`src/rtl/alu_74181_pkg.sv`:
```
// Shared types and constants for the nibble-serial 74181 sequencer.
// Carry helper mirrors the 74182 lookahead equation for one group.
package alu_74181_pkg;

  typedef enum logic [1:0] {
    IDLE = 2'd0,
    RUN  = 2'd1,
    DONE = 2'd2
  } state_t;

  localparam logic [3:0] S_ADD = 4'b1001;
  localparam logic [3:0] S_SUB = 4'b0110;
  localparam logic [3:0] S_AND = 4'b1011;
  localparam logic [3:0] S_OR  = 4'b1110;
  localparam logic [3:0] S_XOR = 4'b0110;

  function automatic logic cla_carry(
    input logic g_n,
    input logic p_n,
    input logic cin
  );
    return ~g_n | (~p_n & cin);
  endfunction

endpackage

```
`src/rtl/alu_74181_seq.sv`:
```
// Runs one shared 74181 over a WIDTH-bit operand, one nibble per cycle.
// Carry ripples between passes from the ALU's group G/P outputs.
import alu_74181_pkg::*;

module alu_74181_seq #(
  parameter int WIDTH = 16
) (
  input  logic             clk_i,
  input  logic             rst_i,
  input  logic             flush_i,
  input  logic             req_valid_i,
  output logic             req_ready_o,
  input  logic [3:0]       req_s_i,
  input  logic             req_m_i,
  input  logic             req_carry_i,
  input  logic [WIDTH-1:0] req_a_i,
  input  logic [WIDTH-1:0] req_b_i,
  output logic             rsp_valid_o,
  input  logic             rsp_ready_i,
  output logic [WIDTH-1:0] rsp_f_o,
  output logic             rsp_carry_o,
  output logic             rsp_equal_o,
  output logic [3:0]       alu_s_o,
  output logic             alu_m_o,
  output logic             alu_cn_o,
  output logic [3:0]       alu_a_o,
  output logic [3:0]       alu_b_o,
  input  logic [3:0]       alu_f_i,
  input  logic             alu_eq_i,
  input  logic             alu_g_n_i,
  input  logic             alu_p_n_i
);

  localparam int NIBBLES = WIDTH / 4;
  localparam int CW = $clog2(NIBBLES);
  localparam logic [CW-1:0] LAST = CW'(NIBBLES - 1);

  if ((WIDTH % 4) != 0 || WIDTH < 8) begin : g_bad_width
    $error("alu_74181_seq: WIDTH must be a multiple of 4 and >= 8");
  end

  state_t           r_state;
  state_t           w_state_nx;
  logic [CW-1:0]    r_cnt;
  logic [3:0]       r_s;
  logic             r_m;
  logic [WIDTH-1:0] r_a;
  logic [WIDTH-1:0] r_b;
  logic [WIDTH-1:0] r_f;
  logic             r_carry;
  logic             r_eq;
  logic             w_run;
  logic             w_accept;
  logic [3:0]       w_a_nib;
  logic [3:0]       w_b_nib;

  assign w_run       = (r_state == RUN);
  assign req_ready_o = (r_state == IDLE) & ~rst_i;
  assign w_accept    = req_valid_i & req_ready_o & ~flush_i;

  assign rsp_valid_o = (r_state == DONE);
  assign rsp_f_o     = r_f;
  assign rsp_carry_o = r_carry;
  assign rsp_equal_o = r_eq;

  assign alu_s_o  = w_run ? r_s : 4'd0;
  assign alu_m_o  = w_run & r_m;
  assign alu_cn_o = ~(w_run & r_carry);
  assign alu_a_o  = w_run ? w_a_nib : 4'd0;
  assign alu_b_o  = w_run ? w_b_nib : 4'd0;

  // select the operand nibble addressed by the pass counter
  always_comb begin
    w_a_nib = '0;
    w_b_nib = '0;
    for (int i = 0; i < NIBBLES; i++) begin
      if (r_cnt == CW'(i)) begin
        w_a_nib = r_a[i*4 +: 4];
        w_b_nib = r_b[i*4 +: 4];
      end
    end
  end

  // next state; flush overrides every handshake
  always_comb begin
    w_state_nx = r_state;
    unique case (r_state)
      IDLE: if (w_accept) w_state_nx = RUN;
      RUN:  if (r_cnt == LAST) w_state_nx = DONE;
      DONE: if (rsp_ready_i) w_state_nx = IDLE;
      default: w_state_nx = IDLE;
    endcase
    if (flush_i) w_state_nx = IDLE;
  end

  // state, operand latch and per-pass result capture
  always_ff @(posedge clk_i) begin
    if (rst_i) begin
      r_state <= IDLE;
      r_cnt   <= '0;
      r_s     <= '0;
      r_m     <= 1'b0;
      r_a     <= '0;
      r_b     <= '0;
      r_f     <= '0;
      r_carry <= 1'b0;
      r_eq    <= 1'b0;
    end else begin
      r_state <= w_state_nx;
      if (!flush_i) begin
        unique case (r_state)
          IDLE: begin
            if (w_accept) begin
              r_s     <= req_s_i;
              r_m     <= req_m_i;
              r_a     <= req_a_i;
              r_b     <= req_b_i;
              r_carry <= req_carry_i;
              r_cnt   <= '0;
              r_eq    <= 1'b1;
            end
          end
          RUN: begin
            for (int i = 0; i < NIBBLES; i++) begin
              if (r_cnt == CW'(i)) r_f[i*4 +: 4] <= alu_f_i;
            end
            r_eq    <= r_eq & alu_eq_i;
            r_carry <= r_m ? 1'b0
                     : cla_carry(alu_g_n_i, alu_p_n_i, r_carry);
            if (r_cnt != LAST) r_cnt <= r_cnt + 1'b1;
          end
          default: ;
        endcase
      end
    end
  end

endmodule

```
`config.mk`:
```
export PLATFORM = sky130hd
export DESIGN_NAME = alu_74181_seq
export DESIGN_NICKNAME = d
export VERILOG_FILES = /design/src/rtl/alu_74181_pkg.sv /design/src/rtl/alu_74181_seq.sv
export SDC_FILE = /design/constraint.sdc
export NUM_CORES = 1
export LEC_CHECK = 0
export BUFFER_PORTS_ARGS = -buffer_cell sky130_fd_sc_hd__buf_2
export CAP_MARGIN = 20
export CELL_PAD_IN_SITES_DETAIL_PLACEMENT = 2
export CELL_PAD_IN_SITES_GLOBAL_PLACEMENT = 2
export CORE_AREA = 2 2 105 107
export DETAILED_ROUTE_END_ITERATION = 8
export DIE_AREA = 0 0 107 109
export MAX_ROUTING_LAYER = met4
export PLACE_DENSITY_LB_ADDON = 0.12
export SETUP_SLACK_MARGIN = 0.5
export SYNTH_ARGS = -nofsm -noshare
export SYNTH_HDL_FRONTEND = slang
export SYNTH_SLANG_ARGS = --single-unit
```
`constraint.sdc`:
```
create_clock -name clk_i -period 1.5 [get_ports clk_i]
set_input_delay 0.15 -clock clk_i [delete_from_list [all_inputs] [get_ports clk_i]]
set_output_delay 0.15 -clock clk_i [all_outputs]
set_load 0.005 [all_outputs]
```
==> summary.txt, run 1 <==
Floorplan
  • Core box area: 10600 um^2
  • Die ar.: ~12000 um^2
  • Ports: 84
  • Die height: between 100 and 150 um
  • Starting Density: between 20% and 30%
  • Row count: 38
  • Die Span X: ~110 um

Power and ir drop
  • Leak: 2.26 nW
  • Pwr Total: between 3 and 4 mW
  • Pwr per Cell Area: between 700 and 800 nW/um^2
  • Max VDD drop: 0.330 mV

Finish
  • Final #Nets: 507
  • Share of cells above drive strength 1: 71.2%
  • ANT cells: 0
  • Synth-to-Final Area Change: 103%
  • Post-route insts no fill: 598
  • Design Area, Final: between 5000 and 6000 um^2

Timing
  • Number of max-slew violations in the final report: 0
  • Final Hold Violating Endpoints: 0
  • Period utilization: 146%
  • Unrepaired setup endpoints after global routing: yes
  • Fmax: roughly 460 MHz
  • Worst-margin pin slew: between 0.4 and 0.5 ns
  • # setup viols final: 15
  • Post-layout worst setup margin: -0.692 ns
  • Post-route minimum period: 2.19 ns
  • Setup Skew: ~0.011 ns
  • Worst slew margin: between 60 and 70%

Global route
  • GR Overflow Total: 0
  • Global-route wire length before repair: 18.0 mm
  • Initial antenna violation count: 0
  • Vias in the first global route: 3188
  • Largest net degree at the start of global routing: 32
  • All-Layer GR Usage: approximately 22%

Routing
  • Final wirelength: around 13 mm
  • Vias per cell: 4.79
  • Iteration-0 DRC count of the detailed router: 70
  • DRT Pass-1 Iters: 4
  • Routed via count: approximately 2900
  • Post-route ant nets: 0
  • Number of remaining DRC errors: 0
  • Avg WL per Cell: about 22 um

Run status
  • Status: finished with violations
  • Violated checks: negative setup slack

Synth
  • Post-synth ARST share: 0%
  • Top_reg_cell synth: dfxtp_1
  • Warnings from Yosys: 0
  • Synth Register Bits: 59
  • Synth top area cells: dfxtp_1, nand2_1, a21oi_1
  • Mapped Nets: about 370
  • Synth Area per Inst: a little over 8 um^2
  • Share of the yosys chip area belonging to registers: around 46%
  • Cell taking the most area after synthesis: dfxtp_1
  • Number of flops mapped to enable cells by yosys: 0
  • Distinct cells, synth: 30
  • Mapped Area: approximately 2600 um^2
  • Post-Syn Instances: approximately 310
  • Post-synth top area share: around 46%

Worst setup path
  • CP Max Fanout: 8
  • Cell count along the critical path: 8
  • WS Path Type: reg2out
  • R2R depth: 9
  • CP delay by family, top: compound AO/OA/AOI/OAI gates
  • Count of buffer and inverter cells on the critical path: 3
  • Crit-path cells: inv_2 -> ha_4 -> nor2b_4 -> buf_8 -> a221oi_1 -> a211o_1 -> a21oi_2 -> buf_2
  • Startpoint Class: register
  • CP max-delay cell: a221oi_1
  • Crit path capture type: primary output
  • CP Data Required Time: 1.35 ns
  • Max incr delay on CP: 0.41 ns
  • Worst Path Arrival: 2.04 ns
  • Worst R2R Setup Slack: -0.35 ns

Placed design
  • Gpl congestion: ~0.7
  • DP HPWL: between 5 and 6 mm
  • Placed cells: between 500 and 600
  • Buffers on Ports: between 80 and 90
  • Post-Place Setup Slack: -0.167 ns
  • Post-DP Area: 3310 um^2

Clocking
  • Clock Tree Root: clkbuf_8
  • Clock Latency Late Sink: 0.36 ns
  • H-tree depth: 3
  • TritonCTS clock tree: built
  • Clock sink count: 59
  • Hold_buf cts: 0
  • CTS buffer count: 9
  • Clock transition at path regs: 0.08 ns
  • Max clock buf depth: 2

Worst hold path
  • Tightest Hold Check Type: in2reg
  • Hold Path Cell Cnt: 3

Job
  • Max-cap violations: 0
## final cells by class
cell class / instances / area [um^2]
repair buffers: 154 / 1580
fillers: 1080 / 5340
clock buffers: 12 / 166
well taps: 140 / 175
clock inverters: 4 / 22.5
inverters: 13 / 51.3
multi-input cells: 216 / 2080
flip-flops and latches: 59 / 1200
## metrics by stage
stage | hold slack, ns | TNS, ns | utilization, %
final | 0.0266 | -5.78 | 49.7
after floorplan | 0.286 | -0.00318 | -
after global routing | 0.0240 | -6.99 | 49.7
after global placement | 0.393 | -0.893 | 31.2
after CTS | 0.0245 | -3.77 | 44.8
after detailed placement | 0.401 | -1.23 | 31.2
## worst paths after layout
path / end / startpoint
worst max-delay path: alu_a_o[2] / r_cnt[1]$_SDFFE_PP0P_
worst min-delay path: r_s[1]$_SDFFE_PP0P_ / req_s_i[1]
worst max register to register: r_cnt[0]$_SDFFE_PP0P_ / r_cnt[0]$_SDFFE_PP0P_
worst min register to register: r_b[11]$_SDFFE_PP0P_ / r_b[11]$_SDFFE_PP0P_
## tightest hold or removal path: cells and delay by family
kind,cells,cell delay [ns]
AOI/OAI and AO/OA,1,0.04
buffers and inverters,1,0.11
and+or+nand+nor,1,0.05
## placed cells by master (no fill, tap or decap), types with 7 or more instances in the layout
cell type,count
nand2_2,10
nand2_1,18
inv_1,11
buf_4,17
buf_12,15
buf_6,26
nand2_4,55
a21oi_2,44
a211o_1,8
mux2i_1,16
buf_16,14
buf_2,77
a221oi_2,7
dfxtp_1,52
nor2_1,16
clkbuf_8,10
## state kept, by name (all words and copies together) (netlist names)
name         flops
r_a             16
r_b             16
rsp_f_o         16
r_s              4
r_cnt            2
r_state          2
r_m              1
rsp_carry_o      1
rsp_equal_o      1
## Yosys cell counts, types with 2 or more instances
cell type,count
nor2_1,18
dfxtp_1,59
buf_1,2
nand2_1,84
and2_1,5
a21oi_1,46
ha_1,4
inv_1,13
o21ai_0,3
buf_2,7
clkbuf_1,7
buf_6,4
nor3_1,3
buf_4,3
nor2b_1,5
mux2i_1,17
a221oi_1,9
a211o_1,8
nor3b_4,4
## power by group
| group | switching, mW | leakage, nW | internal, mW |
|---|---|---|---|
| combinational | 0.368 | 1.68 | 0.376 |
| clock | 0.711 | 0.0973 | 0.737 |
| sequential | 0.0489 | 0.483 | 1.60 |
| total | 1.13 | 2.26 | 2.72 |
## metal layers
metal	global-route usage, %	routed length, um	vias to the layer above
li1	-	-	1333
met1	23.3	5080	1444
met2	40.2	7370	67
met3	4.24	395	19
met4	6.68	281	0
met5	-	0	-
## kinds of logic after synthesis
logic type | share of synthesized area [%]
adders and majority gates | 1.93
buffers and inverters | 7.34
DFF | 45.6
and+or+nand+nor | 22.3
muxes | 7.00
AOI/OAI and AO/OA | 15.8
## repair_timing
| item | CTS | global route |
|---|---|---|
| resized for setup | 168 | 90 |
| pin swaps | 59 | 41 |
| setup endpoints to repair | 76 | 78 |
| setup buffers | 26 | 13 |
| gates cloned | 14 | 1 |
No activity file was read; power rests on OpenSTA's default activity.
==> run 2, diff against run 1 <==
- HOLD_SLACK_MARGIN: unset -> 0.12
- REMOVE_ABC_BUFFERS: unset -> 1
==> summary.txt, run 2 (synthesized netlist as in run 1, its figures left out) <==
Finish
  • Final #Nets: 543 (was 507)
  • Synth-to-Final Area Change: 111% (was 103%)
  • Design Area, Final: 5470 um^2 (was 5270 um^2)
  • Most common cell after layout, fill and taps aside: buf_2 (unchanged)
  • Most frequent cells in the layout: buf_2, nand2_4, dfxtp_1 (unchanged)
  • Share of cells above drive strength 1: 65.4% (was 71.2%)
  • ANT cells: 0 (unchanged)

Clocking
  • H-tree depth: 3 (unchanged)
  • CTS buffer count: 9 (unchanged)
  • Clock Tree Root: clkbuf_8 (unchanged)
  • Max clock buf depth: 2 (unchanged)
  • Clock transition at path regs: 0.07 ns (was 0.08 ns)
  • TritonCTS clock tree: built (unchanged)
  • Clock Latency Late Sink: 0.34 ns (was 0.36 ns)
  • Clock sink count: 59 (unchanged)

Power and ir drop
  • Sw Share: 29.3% (about the same)
  • Seq pwr share: 43.4% (was 43.0%)
  • Internal power: 2.70 mW (was 2.72 mW)
  • Max VDD drop: 0.331 mV (was 0.330 mV)
  • Switch Pwr: 1.12 mW (was 1.13 mW)
  • Leak: 2.36 nW (was 2.26 nW)
  • Pwr Total: 3.81 mW (was 3.85 mW)
  • Pwr per Cell Area: 697 nW/um^2 (was 730 nW/um^2)
  • Clock share of power: 36.4% (was 37.7%)
  • Gate power share: 20.2% (was 19.3%)

Worst setup path
  • CP Data Required Time: 1.35 ns (about the same)
  • Crit path capture type: primary output (unchanged)
  • WS Path Type: reg2out (unchanged)
  • Startpoint Class: register (unchanged)
  • CP Max Fanout: 6 (was 8)
  • Worst Path Arrival: 1.89 ns (was 2.04 ns)

Floorplan
  • Row count: 38 (unchanged)
  • Die height: 109 um (unchanged)
  • Die ar.: 11700 um^2 (unchanged)
  • Die Span X: 107 um (unchanged)
  • Starting Density: 24.5% (unchanged)
  • Core box area: 10600 um^2 (unchanged)
  • Ports: 84 (unchanged)

Placed design
  • DP HPWL: 6.14 mm (was 5.96 mm)
  • Post-DP Area: 3380 um^2 (was 3310 um^2)
  • Gpl congestion: 0.693 (was 0.694)
  • Buffers on Ports: 83 (unchanged)

Timing
  • Worst slew margin: 68.8% (was 69.0%)
  • Fmax: 489 MHz (was 456 MHz)
  • Post-route minimum period: 2.04 ns (was 2.19 ns)
  • Setup Skew: 0.00646 ns (was 0.0111 ns)
  • Worst-margin pin slew: 0.469 ns (was 0.464 ns)
  • Post-layout worst setup margin: -0.544 ns (was -0.692 ns)
  • Period utilization: 136% (was 146%)
  • Final Hold Violating Endpoints: 0 (unchanged)
  • # setup viols final: 26 (was 15)
  • Final hold slack: 0.105 ns (was 0.0266 ns)
  • Final setup TNS: -5.27 ns (was -5.78 ns)
  • Number of max-slew violations in the final report: 0 (unchanged)
  • Unrepaired setup endpoints after global routing: yes (unchanged)

Routing
  • Routed via count: 2924 (was 2863)
  • Avg WL per Cell: 20.2 um (was 22.0 um)
  • Number of remaining DRC errors: 0 (unchanged)
  • DRT Pass-1 Iters: 4 (unchanged)
  • Iteration-0 DRC count of the detailed router: 54 (was 70)
  • Vias per cell: 4.61 (was 4.79)
  • Final wirelength: 12.8 mm (was 13.1 mm)
  • Post-route ant nets: 0 (unchanged)

Global route
  • Vias in the first global route: 3280 (was 3188)
  • Largest net degree at the start of global routing: 26 (was 32)
  • Initial antenna violation count: 0 (unchanged)
  • Global-route wire length before repair: 18.4 mm (was 18.0 mm)
  • GR Overflow Total: 0 (unchanged)
  • All-Layer GR Usage: 22.0% (was 21.7%)

Run status
  • Status: finished with violations (unchanged)
  • Violated checks: negative setup slack (unchanged)

Worst hold path
  • Tightest Hold Check Type: in2reg (unchanged)

Job
  • Max-cap violations: 0 (unchanged)
-- run 2: per-layer routing --
layer / track usage [%] / share of wire (%) / up-vias
met3: 3.47 / 2.7 / 14
met1: 24.0 / 40 / 1446
met4: 5.57 / 1.7 / 0
met5: - / 0 / -
met2: 41.6 / 56 / 67
li1: - / - / 1397
-- run 2: power groups by stage --
| stage | Sequential [mW] | Combinational (mW) | Clock [mW] |
|---|---|---|---|
| global route | 1.66 | 0.821 | 1.50 |
| CTS | 1.64 | 0.651 | 1.38 |
| finish | 1.65 | 0.771 | 1.39 |
| global placement | 1.67 | 0.342 | 0 |
| detailed placement | 1.67 | 0.350 | 0 |
| floorplan | 1.66 | 0.123 | 0 |
-- run 2: worst paths after layout --
check | from | endpoint | slack (ns) | cells after the start
setup / recovery | r_cnt[0]$_SDFFE_PP0P_ | alu_b_o[1] | -0.54 | 8
hold / removal | req_carry_i | rsp_carry_o$_SDFFE_PP0P_ | 0.10 | 3
setup reg to reg | r_cnt[0]$_SDFFE_PP0P_ | rsp_f_o[14]$_SDFFE_PP0P_ | -0.21 | 8
hold reg to reg | r_b[14]$_SDFFE_PP0P_ | r_b[14]$_SDFFE_PP0P_ | 0.48 | 2
-- run 2: final cells by class --
cell class / instances / area, um^2
Clock inverter: 4 / 25.0
Timing Repair Buffer: 190 / 1770
Multi-Input combinational cell: 216 / 2080
Clock buffer: 12 / 155
Tap cell: 140 / 175
Inverter: 13 / 53.8
Fill cell: 1065 / 5130
Sequential cell: 59 / 1200
-- run 2: per-stage QoR --
step	std cells	utilization [%]	worst slack, ns
floorplan	288	-	-0.174
global placement	544	31.9	-0.169
detailed placement	544	31.9	-0.268
CTS	628	46.8	-0.478
global route	634	51.6	-0.620
finish	634	51.6	-0.544
-- run 2: critical path, stage by stage, from the launching register on --
cell and delay [ns]:
dfxtp_4 0.38, inv_4 0.08, ha_4 0.13, nor2b_4 0.15
buf_6 0.15, a221oi_1 0.08, a211o_1 0.27, a21oi_2 0.16
buf_2 0.13
-- run 2: timing repair --
action / in CTS / in global routing
pin swaps: 51 / 62
cloned: 8 / 0
resized for setup: 156 / 117
hold endpoints to repair: 52 / 0
buffers inserted: 18 / 6
setup endpoints to repair: 76 / 80
hold buffers: 42 / 0
==> run 3, diff against run 2 <==
==> constraint.sdc (replaced) <==
create_clock -name clk_i -period 1.5 [get_ports clk_i]
set_input_delay 0.075 -clock clk_i [delete_from_list [all_inputs] [get_ports clk_i]]
set_output_delay 0.075 -clock clk_i [all_outputs]
set_load 0.005 [all_outputs]
==> summary.txt, run 3 (synthesized netlist as in run 1, its figures left out) <==
Worst hold path
  • Hold Crit Endpoint: rsp_carry_o$_SDFFE_PP0P_ (unchanged)
  • Hold Path Cell Cnt: 4 (was 3)
  • Tightest Hold Check Type: in2reg (unchanged)
  • Min-Delay Startpoint: alu_g_n_i (was req_carry_i)

Timing
  • Post-route minimum period: 1.90 ns (was 2.04 ns)
  • Worst slew margin: 79.5% (was 68.8%)
  • # setup viols final: 16 (was 26)
  • Unrepaired setup endpoints after global routing: yes (unchanged)
  • Setup Skew: 0.0101 ns (was 0.00646 ns)
  • Final Hold Violating Endpoints: 0 (unchanged)
  • Final setup TNS: -3.38 ns (was -5.27 ns)
  • Post-layout worst setup margin: -0.401 ns (was -0.544 ns)
  • Fmax: 526 MHz (was 489 MHz)
  • Period utilization: 127% (was 136%)
  • Worst-margin pin slew: 0.305 ns (was 0.469 ns)
  • Number of max-slew violations in the final report: 0 (unchanged)

Routing
  • Number of remaining DRC errors: 0 (unchanged)
  • Routed via count: 2983 (was 2924)
  • Vias per cell: 4.70 (was 4.61)
  • Iteration-0 DRC count of the detailed router: 79 (was 54)
  • Final wirelength: 13.2 mm (was 12.8 mm)
  • DRT Pass-1 Iters: 4 (unchanged)
  • Avg WL per Cell: 20.7 um (was 20.2 um)
  • Post-route ant nets: 0 (unchanged)

Floorplan
  • Starting Density: 24.5% (unchanged)
  • Ports: 84 (unchanged)
  • Die ar.: 11700 um^2 (unchanged)
  • Die Span X: 107 um (unchanged)
  • Die height: 109 um (unchanged)
  • Core box area: 10600 um^2 (unchanged)
  • Row count: 38 (unchanged)

Finish
  • ANT cells: 0 (unchanged)
  • Most frequent cells in the layout: buf_2, dfxtp_1, nand2_4 (was buf_2, nand2_4, dfxtp_1)
  • Most common cell after layout, fill and taps aside: buf_2 (unchanged)
  • Final #Nets: 544 (was 543)
  • Layout fillers: 1078 (was 1065)
  • Synth-to-Final Area Change: 111% (unchanged)
  • Share of cells above drive strength 1: 64.0% (was 65.4%)

Worst setup path
  • CP Data Required Time: 1.42 ns (was 1.35 ns)
  • Worst r2r src: r_cnt[0]$_SDFFE_PP0P_ (unchanged)
  • WS Path Type: reg2out (unchanged)
  • Crit path capture type: primary output (unchanged)
  • R2R depth: 9 (was 8)
  • Max incr delay on CP: 0.40 ns (was 0.38 ns)
  • Crit-path cells: inv_4 -> buf_4 -> ha_4 -> buf_4 -> a211o_1 -> a21oi_2 -> buf_2 (was inv_4 -> ha_4 -> nor2b_4 -> buf_6 -> a221oi_1 -> a211o_1 -> a21oi_2 -> buf_2)
  • CP max-delay cell: dfxtp_4 (unchanged)
  • CP delay by family, top: buffers and inverters (was compound AO/OA/AOI/OAI gates)
  • Reg2reg end: rsp_f_o[0]$_SDFFE_PP0P_ (was rsp_f_o[14]$_SDFFE_PP0P_)
  • Cell count along the critical path: 7 (was 8)
  • CP Max Fanout: 6 (unchanged)
  • Count of buffer and inverter cells on the critical path: 4 (was 3)
  • Cell mode on critical path: buf_4
  • Worst R2R Setup Slack: -0.07 ns (was -0.21 ns)
  • Worst Path Arrival: 1.83 ns (was 1.89 ns)
  • Startpoint Class: register (unchanged)

Clocking
  • Clock Latency Late Sink: 0.34 ns (about the same)
  • CTS buffer count: 9 (unchanged)
  • Max clock buf depth: 2 (unchanged)
  • H-tree depth: 3 (unchanged)
  • Clock Tree Root: clkbuf_8 (unchanged)
  • Clock sink count: 59 (unchanged)
  • TritonCTS clock tree: built (unchanged)
  • Clock transition at path regs: 0.07 ns (about the same)

Power and ir drop
  • Pwr per Cell Area: 746 nW/um^2 (was 697 nW/um^2)
  • Leak: 2.35 nW (was 2.36 nW)
  • Pwr Total: 4.08 mW (was 3.81 mW)
  • Max VDD drop: 0.541 mV (was 0.331 mV)

Global route
  • Met1 usage: 24.4% (was 24.0%)
  • Largest net degree at the start of global routing: 49 (was 26)
  • GR Overflow Total: 0 (unchanged)
  • Initial antenna violation count: 0 (unchanged)
  • Vias in the first global route: 3251 (was 3280)
  • Met2 Track Usage GR: 39.0% (was 41.6%)
  • GRT busiest layer: met2 (unchanged)
  • Global-route wire length before repair: 18.0 mm (was 18.4 mm)
  • Grt met3 use: 2.87% (was 3.47%)
  • All-Layer GR Usage: 21.1% (was 22.0%)

Placed design
  • Gpl congestion: 0.710 (was 0.693)
  • DP HPWL: 5.76 mm (was 6.14 mm)
  • Buffers on Ports: 83 (unchanged)

Run status
  • Status: finished with violations (unchanged)
  • Violated checks: negative setup slack (unchanged)

Job
  • Max-cap violations: 0 (unchanged)
run 3: cell count changes in the layout (fill, tap and decap cells not counted), moves of 5 or more:
cell	change
buf_4	-7
nand2_4	-9
dfxtp_1	+6
nand2_2	+10
dfxtp_2	-5
run 3: stage by stage:
| step | hold slack (ns) | instance area, um^2 | std cells | utilization [%] | setup WS (ns) |
|---|---|---|---|---|---|
| global route | 0.221 | 5470 | 635 | 51.6 | -0.492 |
| global placement | 0.316 | 3300 | 535 | 31.2 | -0.517 |
| CTS | 0.156 | 5060 | 628 | 47.8 | -0.357 |
| finish | 0.208 | 5470 | 635 | 51.6 | -0.401 |
| floorplan | 0.144 | 2450 | 288 | - | -0.0985 |
| detailed placement | 0.326 | 3300 | 535 | 31.2 | -0.572 |
run 3: layout make-up:
class	count	area [um^2]	share of cell area, %
Tap cell	140	175	3.20
Clock buffer	10	128	2.33
Inverter	13	53.8	0.984
Multi-Input combinational cell	216	2030	37.2
Clock inverter	6	80.1	1.46
Sequential cell	59	1190	21.8
Timing Repair Buffer	191	1810	33.1
run 3: worst max path at each step:
stage	startpoint	end	slack (ns)
after CTS	r_cnt[0]$_SDFFE_PP0P_	alu_b_o[0]	-0.36
final	r_cnt[0]$_SDFFE_PP0P_	alu_b_o[0]	-0.40
after detailed placement	r_cnt[0]$_SDFFE_PP0P_	alu_b_o[0]	-0.57
after global routing	r_cnt[0]$_SDFFE_PP0P_	alu_a_o[2]	-0.49
after floorplan	r_cnt[1]$_SDFFE_PP0P_	alu_a_o[0]	-0.1
after global placement	r_cnt[0]$_SDFFE_PP0P_	alu_b_o[0]	-0.52
run 3: power by group:
part | internal, mW | switching [mW] | leakage (nW) | total, mW
combinational | 0.428 | 0.375 | 1.76 | 0.804
clock | 0.926 | 0.698 | 0.110 | 1.62
sequential | 1.61 | 0.0426 | 0.481 | 1.65
total | 2.96 | 1.12 | 2.35 | 4.08
run 3: worst reg2reg max path: stages, from the launching register on:
cell     delay [ns]
dfxtp_4        0.38
inv_4          0.07
ha_4           0.13
buf_4          0.10
buf_6          0.08
buf_4          0.09
nor3b_4        0.21
buf_12         0.15
mux2i_1        0.21
nor2_1         0.05
run 3: timing repair:
| action | CTS | global route |
|---|---|---|
| hold buffers | 44 | 0 |
| setup endpoints to repair | 75 | 75 |
| gates cloned | 8 | 0 |
| hold endpoints to repair | 56 | 0 |
| pin swaps | 55 | 43 |
| setup buffers | 25 | 7 |
| gates resized for setup | 186 | 77 |
run 3: per-layer routing:
metal | part of all wire [%] | vias up
met1 | 39 | 1482
li1 | - | 1406
met3 | 2.5 | 19
met4 | 1.8 | 0
met5 | 0 | -
met2 | 56 | 76
